File: src/rtl/ber_pkg.sv
// Shared definitions for the BER alignment/counting block: FSM encoding and
// width helpers for the default configuration.
package ber_pkg;

    typedef enum logic [1:0] {
        FILL   = 2'd0,
        SEARCH = 2'd1,
        LOCKED = 2'd2
    } state_t;

    localparam int BUFFER_DEF    = 16;
    localparam int ALIGN_LEN_DEF = 64;
    localparam int CNT_W_DEF     = 32;

    localparam int DW    = $clog2(BUFFER_DEF);
    localparam int WIN_W = $clog2(ALIGN_LEN_DEF + 1);
    localparam logic [CNT_W_DEF-1:0] CNT_SAT = {CNT_W_DEF{1'b1}};

    // Window error counters must hold the value ALIGN_LEN itself.
    function automatic int win_width(input int align_len);
        return $clog2(align_len + 1);
    endfunction

endpackage

File: src/rtl/prbs_delay_line.sv
// Reference-bit delay line: shifts on enabled valid symbols, tap 0 is the
// current input, tap k is the bit from k valid symbols earlier.
module prbs_delay_line #(
    parameter int BUFFER = 16,
    parameter int DW     = $clog2(BUFFER)
) (
    input  logic          clock,
    input  logic          i_reset,
    input  logic          i_enable,
    input  logic          i_valid,
    input  logic          i_prbs,
    input  logic [DW-1:0] i_delay,
    output logic          o_tap
);

    logic [BUFFER-2:0] line;
    logic [BUFFER-1:0] taps;

    assign taps  = {line, i_prbs};
    assign o_tap = taps[i_delay];

    always_ff @(posedge clock) begin
        if (i_reset) begin
            line <= '0;
        end else if (i_enable && i_valid) begin
            line <= taps[BUFFER-2:0];
        end
    end

endmodule

File: src/rtl/ber_counter.sv
// Delay search and locked BER accumulation: finds the reference delay with the
// fewest errors, locks to it, then counts errors and symbols with saturation.
module ber_counter #(
    parameter int BUFFER    = 16,
    parameter int ALIGN_LEN = 64,
    parameter int CNT_W     = 32,
    parameter int DW        = $clog2(BUFFER)
) (
    input  logic             clock,
    input  logic             i_reset,
    input  logic             i_enable,
    input  logic             i_valid,
    input  logic             i_prbs,
    input  logic             i_slicer,
    input  logic             i_restart,
    output logic [DW-1:0]    o_delay,
    output logic             o_locked,
    output logic [CNT_W-1:0] o_err_cnt,
    output logic [CNT_W-1:0] o_bit_cnt,
    output logic             o_ber
);
    import ber_pkg::*;

    localparam int WW = win_width(ALIGN_LEN);
    localparam int SW = $clog2((ALIGN_LEN > BUFFER) ? ALIGN_LEN : BUFFER);
    localparam logic [CNT_W-1:0] SAT       = {CNT_W{1'b1}};
    localparam logic [SW-1:0]    FILL_LAST = SW'(BUFFER - 2);
    localparam logic [SW-1:0]    WIN_LAST  = SW'(ALIGN_LEN - 1);
    localparam logic [DW-1:0]    CAND_LAST = DW'(BUFFER - 1);

    state_t        state;
    logic [SW-1:0] sym_cnt;
    logic [WW-1:0] win_err;
    logic [WW-1:0] min_err;
    logic [WW-1:0] win_tot;
    logic [DW-1:0] best;
    logic [DW-1:0] final_delay;
    logic          tap;
    logic          err_bit;
    logic          better;

    prbs_delay_line #(
        .BUFFER (BUFFER),
        .DW     (DW)
    ) u_delay_line (
        .clock    (clock),
        .i_reset  (i_reset),
        .i_enable (i_enable),
        .i_valid  (i_valid),
        .i_prbs   (i_prbs),
        .i_delay  (o_delay),
        .o_tap    (tap)
    );

    // Error uses the pre-shift tap; window total includes the current symbol.
    assign err_bit     = i_slicer ^ tap;
    assign win_tot     = win_err + WW'(err_bit);
    assign better      = (win_tot < min_err) || (o_delay == '0);
    assign final_delay = better ? o_delay : best;

    always_ff @(posedge clock) begin
        if (i_reset) begin
            state     <= FILL;
            sym_cnt   <= '0;
            win_err   <= '0;
            min_err   <= '0;
            best      <= '0;
            o_delay   <= '0;
            o_locked  <= 1'b0;
            o_err_cnt <= '0;
            o_bit_cnt <= '0;
            o_ber     <= 1'b0;
        end else if (i_enable) begin
            if (i_restart) begin
                state     <= SEARCH;
                sym_cnt   <= '0;
                win_err   <= '0;
                min_err   <= '0;
                best      <= '0;
                o_delay   <= '0;
                o_locked  <= 1'b0;
                o_err_cnt <= '0;
                o_bit_cnt <= '0;
                o_ber     <= 1'b0;
            end else if (i_valid) begin
                case (state)
                    FILL: begin
                        if (sym_cnt == FILL_LAST) begin
                            state   <= SEARCH;
                            sym_cnt <= '0;
                        end else begin
                            sym_cnt <= sym_cnt + 1'b1;
                        end
                    end
                    SEARCH: begin
                        if (sym_cnt != WIN_LAST) begin
                            sym_cnt <= sym_cnt + 1'b1;
                            win_err <= win_tot;
                        end else begin
                            sym_cnt <= '0;
                            win_err <= '0;
                            if (better) begin
                                min_err <= win_tot;
                                best    <= o_delay;
                            end
                            if (win_tot == '0 || o_delay == CAND_LAST) begin
                                state     <= LOCKED;
                                o_locked  <= 1'b1;
                                o_err_cnt <= '0;
                                o_bit_cnt <= '0;
                                o_ber     <= 1'b0;
                                if (win_tot != '0) begin
                                    o_delay <= final_delay;
                                end
                            end else begin
                                o_delay <= o_delay + 1'b1;
                            end
                        end
                    end
                    LOCKED: begin
                        o_ber <= err_bit;
                        if (o_bit_cnt != SAT) begin
                            o_bit_cnt <= o_bit_cnt + 1'b1;
                            o_err_cnt <= o_err_cnt + CNT_W'(err_bit);
                        end
                    end
                    default: state <= FILL;
                endcase
            end
        end
    end

endmodule

File: config.mk
export PLATFORM = sky130hd
export DESIGN_NAME = ber_counter
export DESIGN_NICKNAME = d
export VERILOG_FILES = /design/src/rtl/ber_pkg.sv /design/src/rtl/prbs_delay_line.sv /design/src/rtl/ber_counter.sv
export SDC_FILE = /design/constraint.sdc
export NUM_CORES = 1
export LEC_CHECK = 0
export ABC_AREA = 1
export CORE_MARGIN = 1
export CORE_UTILIZATION = 52
export CTS_CLUSTER_DIAMETER = 40
export DETAILED_ROUTE_END_ITERATION = 16
export PLACE_DENSITY = 0.74
export SLEW_MARGIN = 20
export SYNTH_ARGS = -nofsm -noshare
export SYNTH_HDL_FRONTEND = slang
export SYNTH_SLANG_ARGS = --single-unit
export TNS_END_PERCENT = 50
File: constraint.sdc
create_clock -name clock -period 3.3 [get_ports clock]
set_clock_uncertainty 0.2 [all_clocks]
set_input_delay 0.33 -clock clock [delete_from_list [all_inputs] [get_ports clock]]
set_output_delay 0.33 -clock clock [all_outputs]
set_load 0.1 [all_outputs]
==> reports/metrics.yaml <==
status:
  status: "finished with violations"
  violations: "setup timing"
logic_synthesis:
  synth_top_family_by_area: "simple AND/OR/NAND/NOR gates"
  yosysMostFrequentCell: "nand2_1"
  synth-adder-area-share: 0.0267
  synth-edff-count: 0
  yosys_warnings: 0
  synth_compound_area_frac: 0.0787
  synthCells: 1275
  synth_mux_area_frac: 0
  yosysUniqueCellTypes: 39
  yosysTopAreaCellShare: 0.297
  synth_area_leaders: "dfxtp_1 30%, nand2_1 19%, nor2_1 11%"
  synth_area_um2: 7490
  syn_avg_cell_area_um2: 5.88
  yosysTopAreaCell: "dfxtp_1"
  ys_seq_area_frac: 0.297
  synth-xor-area-share: 0.00818
  synth-seq-cells: 111
  yosys.area_share.simple: 0.473
  synth_common_cells: "387 x nand2_1, 212 x nor2_1, 160 x inv_1"
  async_reset_ff_frac: 0
  syn-num-nets: 1298
  synth_ff_type: "dfxtp_1"
global_routing:
  antenna_found_initial: 0
  grt_max_degree: 51
  grt_usage: 0.304
  grt_pass1_wl_um: 36300
  grt_overflow: 0
  grt_pass1_vias: 7458
placement:
  place_ws_ns: -0.449
  finalWeightedCongestion: 0.944
  io_buffers: 76
  post-dp-hpwl_um: 15100
worst_setup_path:
  setup.worst_path.class: "reg2reg"
  critPathArrivalTime_ns: 3.51
  timing.rr.end: "min_err[3]$_SDFFE_PP0P_"
  end_kind: "flip-flop"
  r2r_cells: 25
  crit_path_start: "o_delay[0]$_SDFFE_PP0P_"
  r2r-start: "o_delay[0]$_SDFFE_PP0P_"
  cp-start-kind: "flip-flop"
  required_ns: 3.39
  crit_fanout: 7
  r2r_slack_ns: -0.12
final_layout:
  antenna-diode-count: 0
  drive_above_1_share: 0.160
  multi_input_area_um2: 4600
  nFillCells: 1302
  syn2layout_area_growth_pct: 23.6
  layout.nets: 1403
  seqCellArea_um2: 2230
  utilization: 0.662
detailed_routing:
  vias: 8480
  ant_nets: 0
  wirelength_um: 22300
  routed_via_density: 5.42
  firstDrtPassIters: 5
  route.detailed.drc: 0
  wl_per_cell_um: 14.2
  drt_iter0_markers: 630
cts:
  cts_sinks: 111
  cts_inserted_buffers: 9
  clock_latency_ns: 0.37
  cts.clk_slew.worst_paths_ns: 0.07
  cts_buffer_depth: 2
  root_buffer: "clkbuf_16"
  cts_max_level: 3
  cts_tree: "done"
sta:
  setup_viol: 76
  layout_min_cycle_time_ns: 3.42
  fin_tns_setup_ns: -3.89
  final_max_slew_viol_count: 0
  max_slew_margin: 0.348
  hold_viol: 0
  min_period_over_period: 1.04
  max_slew.worst_pin.slew_ns: 0.975
  fmax_ghz: 0.293
  setup_ws_ns: -0.116
  hold_ws_ns: 0.256
  rsz0062_at_grt: "true"
worst_hold_path:
  holdCritStartpoint: "min_err[0]$_SDFFE_PP0P_"
  holdPathStages: 2
  hold_path_class: "reg2reg"
  hold_end: "min_err[0]$_SDFFE_PP0P_"
floorplan:
  ios: 77
  die_w_um: 122
  fp.dieH_um: 122
  die_area_um2: 14900
  initial_core_util: 0.536
  coreArea_um2: 14000
  rows: 43
power_and_ir_drop:
  powerDensity_nw_per_um2: 437
  irDropWorstVdd_v: 0.000303
  leakage_nw: 4.00
flow_run:
  drv_cap: 0
==> where the power goes <==
group          switching [mW]  internal [mW]
registers               0.124           1.43
logic                   0.977          0.383
clock network           0.537          0.596
==> per-stage QoR <==
| step | cells | area (µm²) | power, mW |
|---|---|---|---|
| 3_3_place_gp | 1535 | 8630 | 2.83 |
| 5_1_grt | 1565 | 9260 | 4.23 |
| 2_1_floorplan | 1275 | 7620 | 2.56 |
| 3_5_place_dp | 1535 | 8630 | 2.85 |
| 4_1_cts | 1562 | 9150 | 4.04 |
| 6_report | 1565 | 9260 | 4.04 |
==> worst max-delay path: stages (launching register included) <==
cell and delay (ns):
dfxtp_4 0.43, buf_6 0.12, nand2_2 0.05, nand3_2 0.07
nand2_2 0.05, a31oi_1 0.16, nand2_1 0.10, nand3b_1 0.12
nand2_2 0.07, inv_2 0.07, ha_4 0.13, ha_4 0.13
nand2_4 0.06, nor2_4 0.14, nand2_1 0.06, nand2_1 0.07
nand2_2 0.08, ha_4 0.29, nand2_4 0.05, nor2_2 0.12
nor3_2 0.05, nand2_2 0.13, nand2_4 0.10, o21ai_4 0.27
nand2_1 0.08, a21oi_1 0.14
==> cell families after synthesis <==
kind of cell             after synthesis
AO/OA/AOI/OAI                        109
XOR/XNOR                               7
adder cells (fa/ha/maj)               16
buffers and inverters                211
flip-flops                           111
AND/OR/NAND/NOR                      821
==> metal layers <==
layer | up-vias | GRT usage | wire (µm)
li1 | 4298 | - | -
met1 | 3864 | 0.408 | 9930
met2 | 288 | 0.499 | 10500
met3 | 30 | 0.0562 | 1520
met4 | 0 | 0.0718 | 328
met5 | - | 0 | 0
==> repair_timing <==
item	CTS	global route
gates resized for setup	22	23
buffers inserted	8	2
hold buffers	0	0
gates cloned	3	1
pin swaps	15	28
endpoints found under the setup margin	79	82
==> how the worst max path moves through the flow <==
stage | slack (ns) | end | cells after the start
after floorplan | -0.07 | o_delay[2]$_SDFFE_PP0P_ | 27
after global placement | -0.33 | o_delay[2]$_SDFFE_PP0P_ | 27
after detailed placement | -0.45 | o_delay[0]$_SDFFE_PP0P_ | 27
after CTS | -0.005 | min_err[6]$_SDFFE_PP0P_ | 25
after global routing | -0.36 | min_err[1]$_SDFFE_PP0P_ | 25
final | -0.12 | min_err[3]$_SDFFE_PP0P_ | 25
==> area by class of cell <==
| class | instances | share of cell area |
|---|---|---|
| clock inverters | 6 | 0.00743 |
| repair buffers | 144 | 0.140 |
| clock buffers | 10 | 0.0247 |
| multi-input cells | 953 | 0.497 |
| flip-flops and latches | 111 | 0.241 |
| well taps | 180 | 0.0243 |
| inverters | 161 | 0.0661 |
==> registers in the layout, indices dropped and copies added (netlist names) <==
signal / cells
o_bit_cnt: 32
o_err_cnt: 32
u_delay_line.line: 15
min_err: 7
win_err: 7
sym_cnt: 6
best: 4
o_delay: 4
state: 2
o_ber: 1
o_locked: 1
==> cell usage in the layout, fill, tap and decap left out, types with 4 or more instances in the layout <==
cell and instances:
nand4_1 72, clkbuf_16 10, o211ai_1 6, nand2_4 6, nand2_1 375, buf_6 9, nor2_4 4, nand3_2 4
buf_12 6, xor2_1 6, a21oi_2 6, a21oi_1 45, nand3b_1 4, nor2_1 204, nor2_2 11, dfxtp_1 107
buf_4 113, clkdlybuf4s50_1 11, nand3_1 104, or2_2 7, inv_2 4, nor3_1 7, ha_4 4, nand2_2 15
o21ai_0 40, ha_1 11, inv_1 155
(Power assumes the default switching activity.)
